[src/rtl/ddr_arb_pkg.sv]
// ddr_arb_pkg: state encoding and shared constants for the DDR round-robin arbiter.
package ddr_arb_pkg;

  typedef enum logic [1:0] {
    IDLE    = 2'd0,
    RD_CMD  = 2'd1,
    RD_DATA = 2'd2,
    WR      = 2'd3
  } state_t;

  localparam logic [7:0] BURST_MIN = 8'd1;

  // A requested burst of zero is served as a single beat.
  function automatic logic [7:0] eff_burst(input logic [7:0] b);
    return (b == 8'd0) ? BURST_MIN : b;
  endfunction

endpackage

[src/rtl/ddr_arb_rr_pick.sv]
// rr_pick: combinational round-robin picker, first pending channel at or after rr with wrap.
module rr_pick
  import ddr_arb_pkg::*;
#(
  parameter int NCH  = 4,
  parameter int RR_W = 3
) (
  input  logic [NCH-1:0]  pending,
  input  logic [RR_W-1:0] rr,
  output logic [RR_W-1:0] grant,
  output logic            valid
);

  localparam int IDX_W = (NCH > 1) ? $clog2(NCH) : 1;

  logic [IDX_W-1:0] idx;

  // Scan downward in distance from rr so the closest pending channel wins last.
  always_comb begin
    grant = '0;
    valid = 1'b0;
    idx   = '0;
    for (int k = NCH - 1; k >= 0; k--) begin
      idx = IDX_W'((int'(rr) + k) % NCH);
      if (pending[idx]) begin
        grant = RR_W'(idx);
        valid = 1'b1;
      end
    end
  end

endmodule

[src/rtl/ddr_arb.sv]
// ddr_arb: round-robin scheduler sharing one 64-bit Avalon-MM DDR port among NCH
// toggle-handshake requesters, one read or write burst in flight at a time.
module ddr_arb
  import ddr_arb_pkg::*;
#(
  parameter int NCH  = 4,
  parameter int RR_W = 3
) (
  input  logic                  clk,
  input  logic                  reset,
  input  logic                  ram_waitrequest,
  output logic [7:0]            ram_burstcnt,
  output logic [28:0]           ram_addr,
  input  logic [63:0]           ram_readdata,
  input  logic                  ram_read_ready,
  output logic                  ram_read,
  output logic [63:0]           ram_writedata,
  output logic [7:0]            ram_byteenable,
  output logic                  ram_write,
  input  logic [NCH-1:0][31:3]  ch_addr,
  input  logic [NCH-1:0][7:0]   ch_burst,
  input  logic [NCH-1:0]        ch_we,
  input  logic [NCH-1:0]        ch_req,
  output logic [NCH-1:0]        ch_ack,
  input  logic [NCH-1:0][63:0]  ch_wdata,
  input  logic [NCH-1:0][7:0]   ch_be,
  output logic [NCH-1:0]        ch_wr_next,
  output logic [63:0]           ch_rdata,
  output logic [NCH-1:0]        ch_ready,
  output logic                  busy
);

  localparam int IDX_W = (NCH > 1) ? $clog2(NCH) : 1;

  state_t            state;
  logic [RR_W-1:0]   rr;
  logic [IDX_W-1:0]  gidx;
  logic [7:0]        count;
  logic [NCH-1:0]    pending;
  logic [RR_W-1:0]   pick;
  logic              pick_valid;
  logic [IDX_W-1:0]  pidx;

  assign pending = ch_req ^ ch_ack;
  assign pidx    = pick[IDX_W-1:0];
  assign busy    = (state != IDLE);

  rr_pick #(
    .NCH  (NCH),
    .RR_W (RR_W)
  ) u_pick (
    .pending (pending),
    .rr      (rr),
    .grant   (pick),
    .valid   (pick_valid)
  );

  // Write beats flow straight from the granted requester; reads drive all enables.
  assign ram_writedata = ch_wdata[gidx];

  // Byte enables and the per-channel next-beat strobe follow the live stall signal.
  always_comb begin
    ram_byteenable = 8'hFF;
    ch_wr_next     = '0;
    if (state == WR) begin
      ram_byteenable   = ch_be[gidx];
      ch_wr_next[gidx] = ram_write & ~ram_waitrequest;
    end
  end

  // Arbitration and transaction FSM with registered command and handshake outputs.
  always_ff @(posedge clk) begin
    if (reset) begin
      state        <= IDLE;
      rr           <= '0;
      gidx         <= '0;
      count        <= '0;
      ram_read     <= 1'b0;
      ram_write    <= 1'b0;
      ram_addr     <= '0;
      ram_burstcnt <= '0;
      ch_ack       <= '0;
      ch_ready     <= '0;
      ch_rdata     <= '0;
    end else begin
      ch_ready <= '0;
      case (state)
        IDLE: begin
          if (pick_valid) begin
            gidx         <= pidx;
            ram_addr     <= ch_addr[pidx];
            ram_burstcnt <= eff_burst(ch_burst[pidx]);
            count        <= '0;
            rr           <= (pick == RR_W'(NCH - 1)) ? '0 : pick + 1'b1;
            if (ch_we[pidx]) begin
              ram_write <= 1'b1;
              state     <= WR;
            end else begin
              ram_read <= 1'b1;
              state    <= RD_CMD;
            end
          end
        end
        RD_CMD: begin
          if (!ram_waitrequest) begin
            ram_read <= 1'b0;
            state    <= RD_DATA;
          end
        end
        RD_DATA: begin
          if (ram_read_ready) begin
            ch_rdata       <= ram_readdata;
            ch_ready[gidx] <= 1'b1;
            count          <= count + 8'd1;
            if (count + 8'd1 == ram_burstcnt) begin
              ch_ack[gidx] <= ~ch_ack[gidx];
              state        <= IDLE;
            end
          end
        end
        WR: begin
          if (!ram_waitrequest) begin
            count <= count + 8'd1;
            if (count + 8'd1 == ram_burstcnt) begin
              ram_write    <= 1'b0;
              ch_ack[gidx] <= ~ch_ack[gidx];
              state        <= IDLE;
            end
          end
        end
        default: state <= IDLE;
      endcase
    end
  end

endmodule

[config.mk]
export PLATFORM = sky130hd
export DESIGN_NAME = ddr_arb
export DESIGN_NICKNAME = d
export VERILOG_FILES = /design/src/rtl/ddr_arb_pkg.sv /design/src/rtl/ddr_arb_rr_pick.sv /design/src/rtl/ddr_arb.sv
export SDC_FILE = /design/constraint.sdc
export NUM_CORES = 1
export LEC_CHECK = 0
export ABC_AREA = 1
export BUFFER_PORTS_ARGS = -buffer_cell sky130_fd_sc_hd__buf_2
export CAP_MARGIN = 20
export CORE_AREA = 8 8 267 269
export CTS_CLUSTER_DIAMETER = 150
export CTS_CLUSTER_SIZE = 8
export DETAILED_ROUTE_END_ITERATION = 10
export DIE_AREA = 0 0 275 277
export SYNTH_ARGS = -nofsm -noshare
export SYNTH_HDL_FRONTEND = slang
export SYNTH_SLANG_ARGS = --single-unit
[constraint.sdc]
create_clock -name clk -period 2.3 [get_ports clk]
set_input_delay 0.115 -clock clk [delete_from_list [all_inputs] [get_ports clk]]
set_output_delay 0.115 -clock clk [all_outputs]
set_load 0.005 [all_outputs]
==> results of run 1 <==
==> critical path: stages (launching register included) <==
cell	delay [ns]
sky130_fd_sc_hd__dfxtp_1	0.45
sky130_fd_sc_hd__nor2_4	0.07
sky130_fd_sc_hd__buf_12	0.15
sky130_fd_sc_hd__buf_4	0.19
sky130_fd_sc_hd__buf_4	0.18
sky130_fd_sc_hd__a22oi_1	0.28
sky130_fd_sc_hd__nand3_1	0.10
sky130_fd_sc_hd__buf_2	0.14
==> Yosys cell counts, types with 3 or more instances <==
cell                         n  share of area (%)
sky130_fd_sc_hd__buf_1      11               0.52
sky130_fd_sc_hd__a21oi_1    30                1.9
sky130_fd_sc_hd__ha_1        5               0.79
sky130_fd_sc_hd__o211ai_1    3               0.29
sky130_fd_sc_hd__o21ai_1    30                1.9
sky130_fd_sc_hd__nand2_2     6               0.48
sky130_fd_sc_hd__xnor2_1     5               0.55
sky130_fd_sc_hd__inv_2       4               0.19
sky130_fd_sc_hd__xor2_1      3               0.33
sky130_fd_sc_hd__a211oi_1    3               0.29
sky130_fd_sc_hd__buf_6       4               0.57
sky130_fd_sc_hd__dfxtp_1   125                 32
sky130_fd_sc_hd__nor2_1    270                 13
sky130_fd_sc_hd__buf_2      13               0.82
sky130_fd_sc_hd__o21ai_0   133                8.4
sky130_fd_sc_hd__a22oi_1   107                 10
sky130_fd_sc_hd__clkbuf_1   62                2.9
sky130_fd_sc_hd__o22ai_1    29                2.3
sky130_fd_sc_hd__nand3b_1    3               0.29
sky130_fd_sc_hd__nand4_1    14                1.1
sky130_fd_sc_hd__nand3_2     5               0.63
sky130_fd_sc_hd__inv_1      65                3.1
sky130_fd_sc_hd__nand3_1    81                5.1
sky130_fd_sc_hd__nand2_1   220                 10
sky130_fd_sc_hd__nor2_2     10               0.79
==> cell type report <==
class                           instances  area, um2  share of cell area (%)
Antenna cell                            8       20.0                   0.141
Clock buffer                           18        429                    3.03
Clock inverter                         14        135                   0.953
Inverter                               70        268                    1.89
Multi-Input combinational cell        968       4820                    34.0
Sequential cell                       125       2520                    17.8
Tap cell                              873       1090                    7.70
Timing Repair Buffer                  834       4900                    34.5
==> flip-flops by register name, indices dropped and copies added (netlist names) <==
signal / cells
ch_ack: 4
ch_rdata: 64
ch_ready: 4
count: 8
gidx: 2
ram_addr: 29
ram_burstcnt: 8
ram_read: 1
ram_write: 1
rr: 2
state: 2
==> through the flow <==
stage          setup WS [ns]  instances  util, %
2_1_floorplan          0.339       1256        -
3_3_place_gp          0.0652       2788     19.0
3_5_place_dp          0.0218       2788     19.0
4_1_cts               0.0121       2894     20.9
5_1_grt              -0.0319       2908     21.2
6_report               0.142       2910     21.2
==> what timing repair did <==
item                                    in CTS  in global routing
hold buffers                                67                  0
cloned                                       0                  1
pin swaps                                    2                  5
endpoints found under the setup margin      38                 41
buffers inserted                             7                  7
gates resized for setup                      0                 31
hold endpoints to repair                    67                  0
==> final timing paths <==
check | end | slack (ns)
setup reg to reg | ch_ack[2] | 0.20
hold reg to reg | ch_rdata[45] | 0.48
hold / removal | ram_addr[9] | 0.04
setup / recovery | ram_writedata[28] | 0.14
==> per-layer routing <==
layer | vias up | share of wire [%] | GRT usage [%]
li1 | 5774 | - | -
met1 | 5457 | 35 | 15.8
met2 | 582 | 51 | 28.1
met3 | 97 | 9.5 | 5.72
met4 | 14 | 4.1 | 8.07
met5 | - | 0.14 | 0
==> cell families (layout without fill, tap and decap cells) <==
logic type	count (synthesis)	count (layout)	share of synthesized area [%]
compound gates	340	340	25.8
xor+xnor	8	8	0.887
fa+ha+maj	5	5	0.792
buf+inv	163	936	8.47
flops	125	125	31.7
other cells	0	8	0
simple gates	615	615	32.4
==> power groups by stage <==
stage	Clock, mW	Sequential, mW	Combinational (mW)
after global routing	2.90	3.12	12.0
final	2.71	3.04	10.8
after floorplan	0	3.04	5.62
after global placement	0	3.07	10.4
after detailed placement	0	3.09	10.4
after CTS	2.83	3.04	10.6
==> tab_implementation.tex, run 1 <==
\begin{tabular}{lr}
\hline
Metric & Value \\
\hline
\multicolumn{2}{l}{\textbf{Critical path}} \\
Kind of end point of the critical path & primary output \\
Worst EP arrival & around 2.0 ns \\
Startpoint of the worst register-to-register path & count[2] \\
Critical Path Start Type & flip-flop \\
WS Path Type & reg2out \\
First element of the critical path & gidx[1] \\
Peak fanout along the critical path & 12 \\
CP Data Required Time & 2.18 ns \\
Length in cells of the worst reg-to-reg path & 15 \\
\multicolumn{2}{l}{\textbf{Power}} \\
Power after layout & 16.6 mW \\
Clock network power share & between 10\% and 20\% \\
Total power per unit cell area & between 1000 and 1500 nW/um2 \\
Maximum VDD drop & between 600 and 700 uV \\
Net switching power of the design & between 8 and 9 mW \\
Switching share of power & between 40\% and 50\% \\
Power Internal & 8.34 mW \\
Relative contribution of combinational cells to total power & roughly two thirds \\
Register share of total power & a little under a fifth \\
Lkg Pwr & around 7 nW \\
\multicolumn{2}{l}{\textbf{Min path}} \\
Worst Min Path Start & ch\_addr[38] \\
Class of the tightest hold or removal check & in2reg \\
Cell depth of the worst hold path & 5 \\
\multicolumn{2}{l}{\textbf{STA}} \\
Final Hold Violating Endpoints & 0 \\
Minimum period implied by the final worst setup slack & around 2.2 ns \\
Total negative slack & 0 ns \\
Post-route fraction of the period consumed by the critical path & between 90\% and 100\% \\
Relative slew slack & roughly three fifths \\
Final count of pins violating max slew & 0 \\
Maximum operating frequency & $\sim$0.46 GHz \\
Hold Worst Slack & 0.0393 ns \\
Setup Skew & 0.00834 ns \\
Transition at the pin with the smallest max-transition slack & between 0.6 and 0.7 ns \\
Final-report setup violation count & 0 \\
\multicolumn{2}{l}{\textbf{Clock tree}} \\
Clock root buffer master & sky130\_fd\_sc\_hd\_\_clkbuf\_16 \\
Clock tree buffer depth & 2 \\
Number of buffers created by CTS & 17 \\
Clk slew on worst S/H paths & roughly 0.060 ns \\
Deepest level of the CTS H-tree & 4 \\
TritonCTS sink count & approximately 130 \\
TritonCTS clock tree & done \\
Clock insertion delay at the later pin of the skew report & about 0.44 ns \\
\multicolumn{2}{l}{\textbf{Synth}} \\
Post-Synthesis Net Count & around 1800 \\
Number of warnings issued by yosys & 0 \\
Fraction of registers with async set or reset after synthesis & 0\% \\
Synthesized area divided by synthesized cell count & roughly 6.3 um2 \\
Post-synth EDFFs & 0 \\
Sequential-to-total area share from yosys stat & 31.7\% \\
Mapped Area & about 8000 um2 \\
Top flip-flop cell by instance count after synthesis & sky130\_fd\_sc\_hd\_\_dfxtp\_1 \\
Register bit count reported by yosys & between 100 and 150 \\
Number of instances in the synthesized netlist & between 1000 and 1500 \\
Synth cell types & 36 \\
\multicolumn{2}{l}{\textbf{Detailed routing}} \\
DR WL/cell & roughly 22 um \\
Number of violations reported at the end of detailed-routing iteration 0 & roughly 760 \\
Number of optimization iterations in the first detailed-route pass & 5 \\
DRC violations left & 0 \\
Via density per instance & around 4.1 \\
Detail Route Antenna Nets & 0 \\
Overall via count from detail\_route & between 10000 and 15000 \\
Detailed-route wire length & 63.7 mm \\
\multicolumn{2}{l}{\textbf{Final layout}} \\
Area growth syn-to-layout & 79.5\% \\
Most common cell after layout, fill and taps aside & sky130\_fd\_sc\_hd\_\_buf\_2 \\
Net total in the final layout & between 2000 and 3000 \\
Post-route standard cell area excluding fillers & around 14000 um2 \\
Fraction of layout cells with a size suffix above 1 & 41.9\% \\
Fillcell total & around 7700 \\
Leading cell types in the layout, fill and taps excluded & sky130\_fd\_sc\_hd\_\_buf\_2, sky130\_fd\_sc\_hd\_\_nor2\_1, sky130\_fd\_sc\_hd\_\_nand2\_1 \\
\multicolumn{2}{l}{\textbf{Die}} \\
Placeable Area & roughly 67000 um2 \\
Top-level I/O count & 700 \\
Die Span X & 275 um \\
Die area & 76200 um2 \\
Height of the chip & approximately 280 um \\
Initial cell density of the core & about an eighth \\
Num rows & 95 \\
\multicolumn{2}{l}{\textbf{Global route}} \\
Aggregate global-route resource usage & between 15 and 20\% \\
Largest net degree at the start of global routing & 75 \\
Global route total overflow & 0 \\
Number of antenna violations at the first check in global routing & 25 \\
Vias in the first global route & 12000 \\
Wire length of the first global-routing pass & 86.5 mm \\
\multicolumn{2}{l}{\textbf{Place}} \\
Detailed placement HPWL & around 53 mm \\
RD Place Congestion & $\sim$0.90 \\
Post-Place Cell Area & between 10000 and 15000 um2 \\
Number of input and output port buffers inserted & around 700 \\
\multicolumn{2}{l}{\textbf{Run status}} \\
Run status & finished, final reports clean \\
\multicolumn{2}{l}{\textbf{Job}} \\
Max-cap violations & 0 \\
\hline
\end{tabular}
(Power assumes the default switching activity.)
==> run 2: changes to the inputs <==
==> constraint.sdc (replaced) <==
create_clock -name clk -period 2.3 [get_ports clk]
set_input_delay 0.345 -clock clk [delete_from_list [all_inputs] [get_ports clk]]
set_output_delay 0.345 -clock clk [all_outputs]
set_load 0.005 [all_outputs]
==> run 2 against run 1 <==
Sequential share of layout area is 0.098 points lower. Count of clock-buffer cells in the layout is 3 higher. Clock skew is 0.0087 ns higher. Design area is 1.1% higher. Register-to-register slack worse by 0.13 ns. Worst hold slack better by 0.079 ns. Critical path depth is 1 lower. Worst setup slack worse by 0.10 ns. Maximum frequency is 4.6% lower. Non-clock buffer count is 44 lower. Die area stayed put. Clock power is 7.7% higher. Critical endpoint is now ram_byteenable[7]. Largest power group unchanged. Highest routed layer unchanged.
==> tab_implementation.tex, run 2 (synthesis results as in run 1) <==
\begin{tabular}{lr}
\hline
Metric & Value \\
\hline
\multicolumn{2}{l}{\textbf{STA}} \\
Post-route fraction of the period consumed by the critical path & between 90\% and 100\% \\
Setup Skew & around 0.017 ns \\
Final Hold Violating Endpoints & 0 \\
Transition at the pin with the smallest max-transition slack & 0.554 ns \\
Setup repair after global routing missed its margin & yes \\
Minimum period implied by the final worst setup slack & between 2 and 2.5 ns \\
Final count of pins violating max slew & 0 \\
Final setup margin & between 0.03 and 0.04 ns \\
Relative slew slack & between 60 and 70\% \\
Final-report setup violation count & 0 \\
Maximum operating frequency & around 0.44 GHz \\
\multicolumn{2}{l}{\textbf{Clock tree}} \\
Deepest level of the CTS H-tree & 4 \\
TritonCTS sink count & 125 \\
TritonCTS clock tree & done \\
Clock tree buffer depth & 2 \\
Clock root buffer master & sky130\_fd\_sc\_hd\_\_clkbuf\_16 \\
Clk slew on worst S/H paths & $\sim$0.060 ns \\
Clock insertion delay at the later pin of the skew report & between 0.4 and 0.5 ns \\
Number of buffers created by CTS & 17 \\
\multicolumn{2}{l}{\textbf{Min path}} \\
End of the worst hold path & ch\_rdata[25] \\
Class of the tightest hold or removal check & in2reg \\
Worst Min Path Start & ram\_readdata[25] \\
Cell depth of the worst hold path & 3 \\
\multicolumn{2}{l}{\textbf{Power}} \\
Lkg Pwr & roughly 7 nW \\
Relative contribution of combinational cells to total power & about 67\% \\
Total power per unit cell area & around 1300 nW/um2 \\
Clock network power share & between 10\% and 20\% \\
Power Internal & around 9.5 mW \\
Maximum VDD drop & around 720 uV \\
Register share of total power & between 10\% and 20\% \\
Net switching power of the design & just under 9 mW \\
Switching share of power & roughly half \\
\multicolumn{2}{l}{\textbf{Place}} \\
RD Place Congestion & 0.917 \\
Detailed placement HPWL & roughly 53 mm \\
Worst-case setup slack after placement & approximately 0.037 ns \\
Number of input and output port buffers inserted & about 700 \\
\multicolumn{2}{l}{\textbf{Global route}} \\
Number of antenna violations at the first check in global routing & 28 \\
Wire length of the first global-routing pass & 85.9 mm \\
Aggregate global-route resource usage & between 10\% and 20\% \\
Largest net degree at the start of global routing & between 50 and 60 \\
Global route total overflow & 0 \\
Vias in the first global route & around 12000 \\
\multicolumn{2}{l}{\textbf{Job}} \\
Max-cap violations & 0 \\
\multicolumn{2}{l}{\textbf{Critical path}} \\
Reg2Reg Capture Point & ram\_addr[17] \\
Peak fanout along the critical path & 46 \\
Kind of end point of the critical path & primary output \\
WS Path Type & reg2out \\
Setup slack, reg-to-reg & around 0.07 ns \\
Length in cells of the worst reg-to-reg path & 15 \\
Worst EP arrival & 1.92 ns \\
Critical Path Start Type & flip-flop \\
Startpoint of the worst register-to-register path & rr[0] \\
CP Data Required Time & about 2 ns \\
\multicolumn{2}{l}{\textbf{Detailed routing}} \\
Detail Route Antenna Nets & 0 \\
Overall via count from detail\_route & about 12000 \\
Met1 layer wirelength in the final routing & $\sim$24 mm \\
Number of optimization iterations in the first detailed-route pass & 5 \\
Detailed-route wire length & about 65 mm \\
Via density per instance & $\sim$4.2 \\
Number of violations reported at the end of detailed-routing iteration 0 & between 800 and 900 \\
Met3 wirelength from detailed routing & 5.44 mm \\
Highest metal layer with signal wires & met5 \\
DR WL/cell & between 20 and 25 um \\
Met2 WL & roughly 32 mm \\
DRC violations left & 0 \\
\multicolumn{2}{l}{\textbf{Final layout}} \\
Final design utilization & between 20\% and 30\% \\
Net total in the final layout & 2490 \\
Area growth syn-to-layout & 81.5\% \\
Fraction of layout cells with a size suffix above 1 & between 40\% and 50\% \\
Biggest regs & ch\_rdata (64), ram\_addr (29) \\
Flip-flop count of the largest register, all copies and words added & 64 \\
Most common cell after layout, fill and taps aside & sky130\_fd\_sc\_hd\_\_buf\_2 \\
Register ranked first by flip-flop count & ch\_rdata \\
Leading cell types in the layout, fill and taps excluded & sky130\_fd\_sc\_hd\_\_buf\_2, sky130\_fd\_sc\_hd\_\_nor2\_1, sky130\_fd\_sc\_hd\_\_nand2\_1 \\
\multicolumn{2}{l}{\textbf{Die}} \\
Top-level I/O count & 700 \\
Initial cell density of the core & 11.8\% \\
Die Span X & roughly 280 um \\
Die area & approximately 76000 um2 \\
Height of the chip & 277 um \\
Num rows & between 90 and 100 \\
Placeable Area & around 67000 um2 \\
\multicolumn{2}{l}{\textbf{Run status}} \\
Run status & finished, final reports clean \\
\hline
\end{tabular}
## run 2: cell types whose count changed in the layout (fill, tap and decap cells not counted), moves of 6 or more
cell                            previous run  this run
sky130_fd_sc_hd__nand2_2                   9        23
sky130_fd_sc_hd__nand2_1                 216       196
sky130_fd_sc_hd__nand2_4                   2         8
sky130_fd_sc_hd__dlygate4sd3_1            67         0
sky130_fd_sc_hd__buf_4                    51        68
sky130_fd_sc_hd__o21ai_0                 126       117
sky130_fd_sc_hd__a22oi_2                   0        15
sky130_fd_sc_hd__nand3_2                   7        16
sky130_fd_sc_hd__buf_2                   699       680
sky130_fd_sc_hd__buf_6                     1        15
sky130_fd_sc_hd__a22oi_1                 107        92
sky130_fd_sc_hd__diode_2                   8        14
sky130_fd_sc_hd__nand3_1                  78        65
## run 2: timing repair
action,4_1_cts,5_1_grt
gates cloned,3,7
hold endpoints to repair,0,0
pin swaps,3,48
setup endpoints to repair,75,70
resized for setup,26,156
hold buffers,0,0
setup buffers,6,16
## run 2: final cells by class
| class | count | area (um2) |
|---|---|---|
| Clock inverter | 11 | 140 |
| Timing Repair Buffer | 790 | 4680 |
| Fill cell | 7690 | 52500 |
| Inverter | 70 | 285 |
| Clock buffer | 21 | 460 |
| Sequential cell | 125 | 2530 |
| Timing Repair inverter | 1 | 3.75 |
| Multi-Input combinational cell | 968 | 5110 |
| Antenna cell | 14 | 35.0 |
| Tap cell | 873 | 1090 |
## run 2: metal layers
metal | global-route usage (%) | vias to the layer above
met1 | 16.5 | 5525
met3 | 5.02 | 120
met4 | 10.6 | 4
met5 | 0 | -
li1 | - | 5722
met2 | 26.8 | 612
## run 2: power groups by stage
| stage | Clock (mW) | Combinational [mW] | Sequential [mW] |
|---|---|---|---|
| floorplan | 0 | 5.62 | 3.04 |
| global route | 3.13 | 13.4 | 3.13 |
| detailed placement | 0 | 10.7 | 3.09 |
| global placement | 0 | 10.6 | 3.07 |
| CTS | 3.08 | 11.0 | 3.06 |
| finish | 2.92 | 12.3 | 3.06 |
## run 2: critical path, cell delays in order (launching register included)
cell	delay (ns)
sky130_fd_sc_hd__dfxtp_4	0.38
sky130_fd_sc_hd__nand2_2	0.15
sky130_fd_sc_hd__inv_6	0.10
sky130_fd_sc_hd__buf_16	0.19
sky130_fd_sc_hd__a22oi_2	0.23
sky130_fd_sc_hd__nand4_1	0.15
sky130_fd_sc_hd__buf_4	0.19
## run 2: how the worst max path moves through the flow
stage | end | start | depth (start not counted)
2_1_floorplan | ch_ack[0] | count[0] | 11
5_1_grt | ram_read | rr[0] | 19
3_3_place_gp | ram_addr[27] | ch_req[1] | 16
6_report | ram_byteenable[7] | gidx[0] | 6
4_1_cts | ram_writedata[57] | gidx[1] | 7
3_5_place_dp | ch_ack[0] | count[0] | 12
## run 2: metrics by stage
step | total power [mW] | instance area [um2] | cells | TNS [ns] | hold slack, ns
floorplan | 8.66 | 7900 | 1256 | 0 | 0.454
global placement | 13.7 | 12800 | 2795 | 0 | 0.457
detailed placement | 13.7 | 12800 | 2795 | 0 | 0.467
CTS | 17.1 | 13600 | 2836 | -0.0621 | 0.0580
global route | 19.7 | 14300 | 2871 | -0.861 | 0.0908
finish | 18.3 | 14300 | 2873 | 0 | 0.118
